--- config.mk ---
export PLATFORM = sky130hd
export DESIGN_NAME = id_ex_stage
export DESIGN_NICKNAME = d
export VERILOG_FILES = /design/src/rtl/id_ex_stage_pkg.sv /design/src/rtl/fwd_mux.sv /design/src/rtl/id_ex_stage.sv
export SDC_FILE = /design/constraint.sdc
export NUM_CORES = 1
export LEC_CHECK = 0
export ABC_AREA = 1
export BUFFER_PORTS_ARGS = -buffer_cell sky130_fd_sc_hd__buf_2
export CAP_MARGIN = 30
export CORE_AREA = 3 3 133 135
export DETAILED_ROUTE_END_ITERATION = 10
export DIE_AREA = 0 0 136 138
export PLACE_DENSITY_LB_ADDON = 0.08
export SLEW_MARGIN = 20
export SYNTH_ARGS = -nofsm -noshare
export SYNTH_HDL_FRONTEND = slang
export SYNTH_SLANG_ARGS = --single-unit
export TNS_END_PERCENT = 30
--- constraint.sdc ---
create_clock -name clk_i -period 3.54 [get_ports clk_i]
set_input_delay 0.708 -clock clk_i [delete_from_list [all_inputs] [get_ports clk_i]]
set_output_delay 0.708 -clock clk_i [all_outputs]
set_load 0.01 [all_outputs]
--- src/rtl/id_ex_stage_pkg.sv ---
// Shared definitions for the ID/EX pipeline register: widths, ALU control
// encodings and the downstream control bundle carried into EX.
package id_ex_stage_pkg;

   localparam int unsigned DataWDefault = 32;
   localparam int unsigned RegAddrW     = 5;
   localparam int unsigned AluCtrlW     = 4;
   localparam int unsigned StallCntW    = 16;

   typedef enum logic [AluCtrlW-1:0] {
      AluAnd      = 4'b0000,
      AluOr       = 4'b0001,
      AluAdd      = 4'b0010,
      AluSub      = 4'b0110,
      AluSlt      = 4'b0111,
      AluNor      = 4'b1100,
      AluShiftLui = 4'b1111
   } alu_op_e;

   typedef struct packed {
      logic valid;
      logic regwrite;
      logic memread;
      logic memwrite;
      logic memtoreg;
   } ex_ctrl_t;

   localparam ex_ctrl_t CtrlBubble = '0;

endpackage

--- src/rtl/fwd_mux.sv ---
// Forwarding select for one EX operand: EX/MEM result, then MEM/WB data,
// otherwise the value read from the register file in ID.
module fwd_mux
   import id_ex_stage_pkg::*;
#(
   parameter int unsigned DATA_W = DataWDefault
) (
   input  logic [RegAddrW-1:0] src_addr_i,
   input  logic [DATA_W-1:0]   reg_data_i,
   input  logic                exm_regwrite_i,
   input  logic [RegAddrW-1:0] exm_rd_i,
   input  logic [DATA_W-1:0]   exm_result_i,
   input  logic                mwb_regwrite_i,
   input  logic [RegAddrW-1:0] mwb_rd_i,
   input  logic [DATA_W-1:0]   mwb_data_i,
   output logic [DATA_W-1:0]   data_o
);

   logic exm_hit;
   logic mwb_hit;

   // $0 is hardwired, so a writer targeting it never supplies a value
   assign exm_hit = exm_regwrite_i && (exm_rd_i != '0) && (exm_rd_i == src_addr_i);
   assign mwb_hit = mwb_regwrite_i && (mwb_rd_i != '0) && (mwb_rd_i == src_addr_i);

   always_comb begin
      data_o = reg_data_i;
      if (exm_hit) begin
         data_o = exm_result_i;
      end else if (mwb_hit) begin
         data_o = mwb_data_i;
      end
   end

endmodule

--- src/rtl/id_ex_stage.sv ---
// ID/EX pipeline register with load-use hazard detection, bubble insertion
// and two-level operand forwarding into the EX stage.
module id_ex_stage
   import id_ex_stage_pkg::*;
#(
   parameter int unsigned DATA_W = DataWDefault
) (
   input  logic                 clk_i,
   input  logic                 rst_i,
   input  logic                 id_valid_i,
   input  logic [DATA_W-1:0]    id_rs_data_i,
   input  logic [DATA_W-1:0]    id_rt_data_i,
   input  logic [DATA_W-1:0]    id_imm_i,
   input  logic [RegAddrW-1:0]  id_rs_addr_i,
   input  logic [RegAddrW-1:0]  id_rt_addr_i,
   input  logic [RegAddrW-1:0]  id_wr_addr_i,
   input  logic [AluCtrlW-1:0]  id_alu_ctrl_i,
   input  logic [4:0]           id_shamt_i,
   input  logic                 id_lui_i,
   input  logic                 id_sltiu_i,
   input  logic                 id_change_i,
   input  logic                 id_alusrc_i,
   input  logic                 id_regwrite_i,
   input  logic                 id_memread_i,
   input  logic                 id_memwrite_i,
   input  logic                 id_memtoreg_i,
   input  logic                 exm_regwrite_i,
   input  logic [RegAddrW-1:0]  exm_rd_i,
   input  logic [DATA_W-1:0]    exm_result_i,
   input  logic                 mwb_regwrite_i,
   input  logic [RegAddrW-1:0]  mwb_rd_i,
   input  logic [DATA_W-1:0]    mwb_data_i,
   input  logic                 flush_i,
   output logic                 stall_o,
   output logic                 ex_valid_o,
   output logic [DATA_W-1:0]    ex_src1_o,
   output logic [DATA_W-1:0]    ex_src2_o,
   output logic [DATA_W-1:0]    ex_store_o,
   output logic [AluCtrlW-1:0]  ex_ctrl_o,
   output logic [4:0]           ex_shamt_o,
   output logic                 ex_lui_o,
   output logic                 ex_sltiu_o,
   output logic                 ex_change_o,
   output logic [RegAddrW-1:0]  ex_wr_addr_o,
   output logic                 ex_regwrite_o,
   output logic                 ex_memread_o,
   output logic                 ex_memwrite_o,
   output logic                 ex_memtoreg_o,
   output logic [StallCntW-1:0] stall_cnt_o
);

   ex_ctrl_t               ctrl_q;
   logic [DATA_W-1:0]      rs_data_q, rt_data_q, imm_q;
   logic [RegAddrW-1:0]    rs_addr_q, rt_addr_q, wr_addr_q;
   logic [AluCtrlW-1:0]    alu_ctrl_q;
   logic [4:0]             shamt_q;
   logic                   lui_q, sltiu_q, change_q, alusrc_q;
   logic [StallCntW-1:0]   stall_cnt_q;
   logic [DATA_W-1:0]      fwd_rs, fwd_rt;
   logic                   load_use;
   logic                   load_bubble;

   assign load_use = ctrl_q.valid && ctrl_q.memread && (wr_addr_q != '0) && id_valid_i &&
                     ((wr_addr_q == id_rs_addr_i) || (wr_addr_q == id_rt_addr_i));
   assign load_bubble = load_use || flush_i || !id_valid_i;

   always_ff @(posedge clk_i) begin
      if (!rst_i || load_bubble) begin
         ctrl_q     <= CtrlBubble;
         rs_data_q  <= '0;
         rt_data_q  <= '0;
         imm_q      <= '0;
         rs_addr_q  <= '0;
         rt_addr_q  <= '0;
         wr_addr_q  <= '0;
         alu_ctrl_q <= '0;
         shamt_q    <= '0;
         lui_q      <= 1'b0;
         sltiu_q    <= 1'b0;
         change_q   <= 1'b0;
         alusrc_q   <= 1'b0;
      end else begin
         ctrl_q     <= '{valid:    1'b1,
                         regwrite: id_regwrite_i,
                         memread:  id_memread_i,
                         memwrite: id_memwrite_i,
                         memtoreg: id_memtoreg_i};
         rs_data_q  <= id_rs_data_i;
         rt_data_q  <= id_rt_data_i;
         imm_q      <= id_imm_i;
         rs_addr_q  <= id_rs_addr_i;
         rt_addr_q  <= id_rt_addr_i;
         wr_addr_q  <= id_wr_addr_i;
         alu_ctrl_q <= id_alu_ctrl_i;
         shamt_q    <= id_shamt_i;
         lui_q      <= id_lui_i;
         sltiu_q    <= id_sltiu_i;
         change_q   <= id_change_i;
         alusrc_q   <= id_alusrc_i;
      end
   end

   // Reset wins over a pending stall, so the stalled cycle is never counted
   always_ff @(posedge clk_i) begin
      if (!rst_i) begin
         stall_cnt_q <= '0;
      end else if (load_use && (stall_cnt_q != '1)) begin
         stall_cnt_q <= stall_cnt_q + 1'b1;
      end
   end

   fwd_mux #(
      .DATA_W (DATA_W)
   ) u_fwd_rs (
      .src_addr_i     (rs_addr_q),
      .reg_data_i     (rs_data_q),
      .exm_regwrite_i (exm_regwrite_i),
      .exm_rd_i       (exm_rd_i),
      .exm_result_i   (exm_result_i),
      .mwb_regwrite_i (mwb_regwrite_i),
      .mwb_rd_i       (mwb_rd_i),
      .mwb_data_i     (mwb_data_i),
      .data_o         (fwd_rs)
   );

   fwd_mux #(
      .DATA_W (DATA_W)
   ) u_fwd_rt (
      .src_addr_i     (rt_addr_q),
      .reg_data_i     (rt_data_q),
      .exm_regwrite_i (exm_regwrite_i),
      .exm_rd_i       (exm_rd_i),
      .exm_result_i   (exm_result_i),
      .mwb_regwrite_i (mwb_regwrite_i),
      .mwb_rd_i       (mwb_rd_i),
      .mwb_data_i     (mwb_data_i),
      .data_o         (fwd_rt)
   );

   assign stall_o       = load_use;
   assign ex_valid_o    = ctrl_q.valid;
   assign ex_src1_o     = fwd_rs;
   assign ex_src2_o     = alusrc_q ? imm_q : fwd_rt;
   assign ex_store_o    = fwd_rt;
   assign ex_ctrl_o     = alu_ctrl_q;
   assign ex_shamt_o    = shamt_q;
   assign ex_lui_o      = lui_q;
   assign ex_sltiu_o    = sltiu_q;
   assign ex_change_o   = change_q;
   assign ex_wr_addr_o  = wr_addr_q;
   assign ex_regwrite_o = ctrl_q.regwrite;
   assign ex_memread_o  = ctrl_q.memread;
   assign ex_memwrite_o = ctrl_q.memwrite;
   assign ex_memtoreg_o = ctrl_q.memtoreg;
   assign stall_cnt_o   = stall_cnt_q;

endmodule

# [Word-level counts from Yosys, hierarchy flattened]
# Cells that the tools add are included.
[word_totals] ff_bits=145 latch_bits=0 ram_bits=0 rom_bits=0 output_inout_bits=135 n_memories=0
[op_classes] addsub=1 mul=0 div_mod_pow=0 magnitude_cmp=0 n_eq_ne=7 n_shift=0 n_mux=6 n_bitwise=0 n_reduce_logical=20
[ops] operator="$mux W32" n=5
[ops] operator="$eq A5 B5 Y1" n=6
[ops] operator="$add A16 B1 Y16 const B" n=1
[ops] operator="$ne A16 B16 Y1 const B" n=1
[ops] operator="$reduce_bool A5 Y1" n=3
[ops] operator="$logic_and A1 B1 Y1" n=11
[ops] operator="$mux W5" n=1
[ops] operator="$logic_or A1 B1 Y1" n=4
[ops] operator="$logic_not A1 Y1" n=2

# [Longest topological paths before layout]
# Gate-level depths: netlist of the first run.
[depth] word_depth=8 mapped_depth=11 ltp_nobuf=10

# [Hierarchy]
# From an unflattened synthesis of the first run, not the netlist that was laid out.
[hier_totals] cells_unflattened=1249 area_unflattened_um2=8189.1
[by_module_without_submodules] mod="id_ex_stage" instances=1 cells_per_inst=653 area_each_um2=5356.4 seq_area_each_um2=2902.8
[by_module_without_submodules] mod="fwd_mux" instances=2 cells_per_inst=298 area_each_um2=1416.4 seq_area_each_um2=0.0

# [Least setup slack after synthesis of the first run]
# Ideal clock, no wire load.
[synth_timing] path_type="input -> output" startpoint="input port exm_rd_i[1]" endpoint="output port ex_store_o[10]" arrival_ps=1746 required_time_ps=2832 slack_ps=1086 cell_stages=6 n_path_buf=1 path_cell_list="xnor2_1 > nand2_1 > nor3_2 > clkbuf_1 > nand3b_1 > and2_1"
[synth_between] elab_chain_len=4 word_cells_on_any_way=5 cone_classes="eq/ne: 1; mux: 1; reduce/logical: 3"
[synth_rtl] item="from (decl)" line_no="id_ex_stage.sv:28" source="input logic [RegAddrW-1:0] exm_rd_i,"
[synth_rtl] item="$reduce_bool A5 Y1" line_no="fwd_mux.sv:23" source="assign exm_hit = exm_regwrite_i && (exm_rd_i != '0) && (exm_rd_i == src_addr_i);"
[synth_rtl] item="$logic_and A1 B1 Y1" line_no="fwd_mux.sv:23"
[synth_rtl] item="$logic_and A1 B1 Y1 (*)" line_no="fwd_mux.sv:23"
[synth_rtl] item="$mux W32 (*)" line_no="fwd_mux.sv:28" source="if (exm_hit) begin"
[synth_rtl] item="to (decl)" line_no="id_ex_stage.sv:38" source="output logic [DATA_W-1:0] ex_store_o,"
# Mark *: on every way between the ends. The rest lies on a longest branch, timed or not.

# [Worst setup path in the final report of the first run]
[layout_timing] startpoint="input port exm_rd_i[0]" endpoint="output port ex_src1_o[9]"
[layout_between] elab_chain_len=4 word_cells_on_any_way=5 cone_classes="eq/ne: 1; mux: 1; reduce/logical: 3"
[layout_rtl] item="$reduce_bool A5 Y1" line_no="fwd_mux.sv:23"
[layout_rtl] item="$logic_and A1 B1 Y1" line_no="fwd_mux.sv:23"
[layout_rtl] item="$logic_and A1 B1 Y1 (*)" line_no="fwd_mux.sv:23"
[layout_rtl] item="$mux W32 (*)" line_no="fwd_mux.sv:28"
[layout_rtl] item="to (decl)" line_no="id_ex_stage.sv:36" source="output logic [DATA_W-1:0] ex_src1_o,"
# Marked as above.

==> metrics.md, run 1 <==
| Metric | Value |
|---|---|
| Run status | completed |
| CP Cell Sequence | buf_2 > xnor2_1 > nand2_1 > nor3_1 > nand2_1 > inv_1 > buf_4 > nand2_1 > nand2_1 > buf_2 |
| Util after Layout | 59.9% |
| Routed wire length | 25400 um |
| Cell mode on critical path | nand2_1 |
| Slew Viols, Final | 0 |
| Multi-input gate area | 3650 um^2 |
| CTS tree | yes |
| Worst-path fanout max | 27 |
| Vias per cell | 4.77 |
| Startpoint class of the critical path | input port |
| Starting DRT DRC Count | 496 |
| Yosys cell types | 28 |
| CP max stage cell | buf_4 |
| Peak Freq | 320 MHz |
| FF/Latch Area | 2900 um^2 |
| Cts hold-fix bufs | 0 |
| Post-CTS setup buffers | 0 |
| #FFs+latches synth | 145 |
| Via count | 8079 |
| Initial antenna violation count | 7 |
| Post-synth top area share | 38.5% |
| Clk_skew | 0.00697 ns |
| CP arrival | 2.41 ns |
| Period utilization | 88.2% |
| H-tree depth | 4 |
| Initial Util | 45.4% |
| Leakage | 0.00574 uW |
| Synth area leader | dfxtp_1 |
| CP peak stage delay | 0.40 ns |
| Standard-cell rows | 47 |
| Congestion Overflow GR | 0 |
| CTS clk-pin slew, worst paths | 0.06 ns |
| XOR/XNOR Fraction of Synth Area | 3.02% |
| First-pass GRT wire length | 39400 um |
| Max-Cap Viols | 0 |
| Largest net degree at the start of global routing | 102 |
| Syn Nets | 1350 |
| Max VDD drop | 0.309 mV |
| Post-synthesis average cell area | 6.60 um^2 |
| Total CTS buffers | 17 |
| RSZ-0062 raised after global routing | false |
| Top cells by area, synth | dfxtp_1 39%, nand2_1 14%, inv_1 9.4%, nand3_1 9.3%, nor2_1 7.8% |
| Die ar. | 18800 um^2 |
| WL met1 | 10100 um |
| Top Layer Used | met5 |
| DRC viols | 0 |
| Largest family of logic cells by synthesized area | simple AND/OR/NAND/NOR gates |
| Layout fillers | 1689 |
| Simple-Gate Fraction of Synth Area | 43.2% |
| Final Hold Viols | 0 |
| Multiplexer share of the synthesized area | 0% |
| Worst-case clock buffer depth | 2 |
| Ys Warns | 0 |
| Slew HR | 56.4% |
| Met3 wire length | 2240 um |
| Post-Synth Adder-Cell Area | 0.166% |
| Share of cells above drive strength 1 | 27.6% |
| Setup violators final | 0 |
| Sequential-to-total area share from yosys stat | 38.5% |
| Fin nets | 1667 |
| Cells after synthesis | 1141 |
| # clock sinks | 145 |
| Hold WC Path Type | input port to register |
| WP data required | 2.83 ns |
| Vias in the first global route | 7653 |
| Clk Tree Root Cell | clkbuf_16 |
| GRT Util Overall | 26.4% |
| Skew-Pair Late Insertion Delay | 0.41 ns |
| Worst path buffer plus inverter count | 4 |
| Top delay family on crit path | buffers and inverters |
| Synthesized area | 7530 um^2 |
| Worst-Margin Slew | 0.654 ns |
| Post_cts resized | 0 |
| Die extent in x | 136 um |
| Final ANT Viol Nets | 0 |
| I/O pin count | 343 |
| Final Critical Period | 3.12 ns |
| RD Place Congestion | 0.857 |
| Worst Setup End Kind | output pin |
| Area growth syn-to-layout | 32.0% |
| Synth Area in Compound Gates | 1.50% |
| Met2 wire len | 12300 um |
| Pre-Repair DR Iteration Count | 5 |
| Die height | 138 um |
| Final setup TNS | 0 ns |
| Post-DP HPWL | 18600 um |
| IO Port Bufs | 342 |
| Core area | 16600 um^2 |
| Pwr Density | 387 nW/um^2 |
| Routed wire per std cell | 15.0 um |
| Worst Setup Path Type | input port to output pin |
==> path summary, 6_finish.rpt <==
check | startpoint | end | slack [ns] | depth (start not counted)
setup / recovery | exm_rd_i[0] | ex_src1_o[9] | 0.42 | 10
hold / removal | id_sltiu_i | ex_sltiu_o | 0.50 | 3
setup reg to reg | ex_wr_addr_o[1] | imm_q[28] | 1.43 | 10
hold reg to reg | stall_cnt_o[3] | stall_cnt_o[3] | 0.53 | 2
==> layout by cell type (no fill, tap or decap), types with 8 or more instances in the layout <==
master     count
dfxtp_1      145
xor2_1        16
a21oi_2        8
buf_2        342
nand4_1       19
inv_1        189
nand3b_1      68
nand3_1      140
buf_4         13
clkbuf_16     17
and2_1        33
nor2_1       153
xnor2_1       10
nand2_1      275
==> through the flow <==
stage	instance area (um^2)	total power, uW	hold WS, ns	instances	setup slack [ns]
floorplan	7530	1960	0.513	1141	1.09
global route	9940	4000	0.490	1693	0.177
finish	9940	3840	0.500	1694	0.419
global placement	9390	2210	0.502	1659	0.448
detailed placement	9390	2210	0.511	1659	0.431
CTS	9930	3880	0.482	1689	0.436
==> registers in the layout, indices dropped and copies added, names as in the netlist, 4 cells and up <==
register / cells
rt_data_q: 32
stall_cnt_o: 16
ex_shamt_o: 5
ex_wr_addr_o: 5
ex_ctrl_o: 4
rs_data_q: 32
imm_q: 32
rt_addr_q: 5
rs_addr_q: 5
==> per-layer routing <==
metal / up-vias / GRT usage, %
li1: 4107 / -
met1: 3571 / 31.3
met2: 335 / 45.6
met3: 60 / 6.25
met4: 6 / 10.9
met5: - / 0
==> logic make-up (layout without fill, tap and decap cells) <==
group | Yosys count | in the layout
compound gates | 16 | 16
xor+xnor | 26 | 26
fa+ha+maj | 1 | 1
buf+inv | 249 | 577
flops | 145 | 145
other cells | 0 | 5
simple gates | 704 | 704
==> layout make-up <==
cell class              instances  share of cell area, %
clock buffers                  24                   4.85
repair buffers                357                   18.6
well taps                     220                   2.77
diodes                          5                  0.126
inverters                     190                   7.17
clock inverters                 6                  0.579
multi-input cells             747                   36.7
flip-flops and latches        145                   29.2
==> cell usage after synthesis <==
cell / count
a21oi_2: 8
buf_6: 1
buf_1: 7
buf_4: 13
o21ai_1: 1
nand3_4: 1
nor2_2: 3
buf_2: 24
nor2_1: 156
nor2_4: 1
o21bai_1: 1
o21ai_0: 1
inv_1: 189
nand2_2: 3
nand3b_1: 68
inv_2: 1
xnor2_1: 10
xor2_1: 16
nor3_1: 3
nand4_1: 19
and2_1: 33
a21oi_1: 5
nand2_1: 275
nand3_1: 140
dfxtp_1: 145
clkbuf_1: 14
ha_1: 1
nor3_2: 2
==> report_power, final <==
part	switching, uW	total, uW	leakage (uW)	internal [uW]
clock	655	1660	0.000266	1010
combinational	285	495	0.00430	209
sequential	12.8	1680	0.00118	1670
==> worst register-to-register path, stage by stage (launching register included) <==
cell     delay (ns)
dfxtp_1        0.36
inv_1          0.09
nand2_1        0.06
nand2_1        0.05
nor2_1         0.14
nand3_1        0.10
nand2_2        0.30
nand2_1        0.13
nand4_1        0.16
buf_12         0.37
nor2_1         0.22
Note: power is estimated with default switching activity, not from simulation.
==> run 2: changes to the inputs <==
Settings changed: ABC_AREA 1 to not set, CTS_BUF_LIST set to sky130_fd_sc_hd__clkbuf_8.
==> run 2 against run 1 <==
Worst hold slack got worse by 0.037 ns. Register-to-register slack got worse by 0.10 ns. Sequential share of layout area increased by 2.2 points. Final area decreased by 6.9%. Largest cell class unchanged. Total power decreased by 4.7%. Synthesized cell count decreased by 34%. Count of clock-buffer cells in the layout decreased by 3. Routed wire length decreased by 12%.
==> metrics.md, run 2 <==
| Metric | Value |
|---|---|
| Initial Util | 40.4% |
| Skew-Pair Late Insertion Delay | 0.44 ns |
| Hold WC Path Type | input port to register |
| Total CTS buffers | 17 |
| Worst-path fanout max | 26 |
| NetSw | 866 uW |
| Util after Layout | 55.8% |
| Worst Slack Setup Final | 0.129 ns |
| Top-count cell post-synth | dfxtp_1 |
| H-tree depth | 4 |
| Total power | 3660 uW |
| CTS clk-pin slew, worst paths | 0.08 ns |
| CP arrival | 2.70 ns |
| Yosys cell types | 43 |
| Standard-cell rows | 47 |
| Top_reg_cell synth | dfxtp_1 |
| #FFs+latches synth | 145 |
| Initial antenna violation count | 7 |
| DRC viols | 0 |
| CTS tree | yes |
| # clock sinks | 145 |
| Worst Setup Path Type | input port to output pin |
| Sw Share | 23.6% |
| Top cells by area, synth | dfxtp_1 43%, and2_1 12%, mux2i_1 5.8%, mux2_2 4.2%, a21oi_1 3.1% |
| Cells after synthesis | 756 |
| Starting DRT DRC Count | 226 |
| Post-synth top area share | 43.3% |
| I/O pin count | 343 |
| Via count | 6493 |
| Setup WS pre-CTS | 0.0621 ns |
| Post-DP HPWL | 17100 um |
| Sequential-to-total area share from yosys stat | 43.3% |
| Vias per cell | 4.88 |
| Clock power share | 41.9% |
| Worst-Margin Slew | 0.722 ns |
| Vias in the first global route | 6328 |
| Area growth syn-to-layout | 38.2% |
| Die ar. | 18800 um^2 |
| Async S/R FF share, synth | 0% |
| Peak Freq | 293 MHz |
| Die extent in x | 136 um |
| Top Registers | imm_q: 32 flops, rs_data_q: 32 flops, rt_data_q: 32 flops |
| Clk_skew | 0.0134 ns |
| Comb pwr share | 12.1% |
| Routed wire length | 22400 um |
| Number of synthesized flops with an enable pin | 0 |
| Commonest cells in the synthesized netlist | 145 x dfxtp_1, 129 x and2_1, 51 x nor2_1 |
| Max-Cap Viols | 0 |
| Final Critical Period | 3.41 ns |
| Post-synthesis average cell area | 8.86 um^2 |
| First-pass GRT wire length | 34600 um |
| Design Area, Final | 9260 um^2 |
| Largest net degree at the start of global routing | 70 |
| Final Hold Viols | 0 |
| RSZ-0062 raised after global routing | true |
| Congestion Overflow GR | 0 |
| GRT Util Overall | 23.2% |
| Commonest non-fill, non-tap cell in the layout | buf_2 |
| Worst-case clock buffer depth | 2 |
| Pwr Density | 396 nW/um^2 |
| Period utilization | 96.3% |
| Die height | 138 um |
| WP data required | 2.83 ns |
| Placed instance area | 8760 um^2 |
| Flop pwr share | 46.0% |
| Run status | completed |
| IO Port Bufs | 342 |
| Clk Tree Root Cell | clkbuf_8 |
| Most frequent cells in the layout | 342 x buf_2, 144 x dfxtp_1, 129 x and2_1, 51 x nor2_1, 41 x a21oi_1 |
| Max VDD drop | 0.197 mV |
| Startpoint class of the critical path | input port |
| Slew Viols, Final | 0 |
| Synthesized area | 6700 um^2 |
| Syn Nets | 965 |
| Internal power | 2800 uW |
| RD Place Congestion | 0.823 |
| Leakage | 0.00442 uW |
| Setup violators final | 0 |
| Worst Setup End Kind | output pin |
| Ys Warns | 0 |
| Final ANT Viol Nets | 0 |
| Synth area leader | dfxtp_1 |
| Final hold slack | 0.463 ns |
| Share of cells above drive strength 1 | 39.3% |
| Core area | 16600 um^2 |
| Slew HR | 51.5% |
| Routed wire per std cell | 16.9 um |
| Pre-Repair DR Iteration Count | 5 |
| Fin nets | 1302 |
run 2: kinds of logic (layout without fill, tap and decap cells):
group | after synthesis | count (layout) | share of synthesized area [%]
simple gates | 314 | 314 | 26.2
flops | 145 | 145 | 43.3
compound gates | 122 | 122 | 11.1
buf+inv | 79 | 429 | 5.01
mux | 65 | 65 | 10.2
xor+xnor | 30 | 30 | 3.92
fa+ha+maj | 1 | 1 | 0.187
other cells | 0 | 5 | 0
run 2: final timing paths:
path	slack, ns	cells after the start	endpoint	from
hold reg to reg	0.48	2	stall_cnt_o[10]	stall_cnt_o[10]
setup reg to reg	1.33	5	rt_data_q[14]	ex_wr_addr_o[1]
setup / recovery	0.13	9	ex_src2_o[0]	mwb_rd_i[0]
hold / removal	0.46	2	imm_q[8]	id_imm_i[8]
run 2: critical path, stage by stage:
cell and delay (ns):
buf_2 0.13, or4_1 0.55, buf_4 0.16, o211ai_4 0.24
buf_12 0.19, o21ai_0 0.08, a31oi_1 0.31, mux2_2 0.21
buf_2 0.12
run 2: metrics by stage:
| stage | TNS, ns | std cells |
|---|---|---|
| final | 0 | 1331 |
| after global routing | -0.000437 | 1331 |
| after CTS | 0 | 1326 |
| after floorplan | 0 | 756 |
| after global placement | 0 | 1293 |
| after detailed placement | 0 | 1294 |
run 2: layer usage:
metal / up-vias / part of all wire [%] / track usage (%)
met5: - / 0.062 / 0
met4: 4 / 1.0 / 5.99
met3: 19 / 7.3 / 6.90
met2: 227 / 50 / 40.7
met1: 2974 / 41 / 27.7
li1: 3269 / - / -
run 2: area by class of cell:
type                    instances  area [um^2]
repair buffers                369         1980
multi-input cells             532         3510
flip-flops and latches        145         2900
inverters                      28          105
diodes                          5         12.5
clock inverters                11          184
fillers                      1590         7330
well taps                     220          275
clock buffers                  21          289
run 2: what timing repair did:
| item | CTS | global route |
|---|---|---|
| resized for setup | 0 | 3 |
| buffers inserted | 0 | 0 |
| endpoints found under the hold margin | 0 | 0 |
| setup endpoints to repair | 0 | 3 |
| hold buffers | 0 | 0 |
run 2: power groups by stage:
stage | combinational (uW) | sequential, uW | clock [uW]
CTS | 448 | 1680 | 1570
floorplan | 196 | 1720 | 0
global route | 490 | 1690 | 1660
detailed placement | 446 | 1720 | 0
global placement | 443 | 1720 | 0
finish | 444 | 1680 | 1530
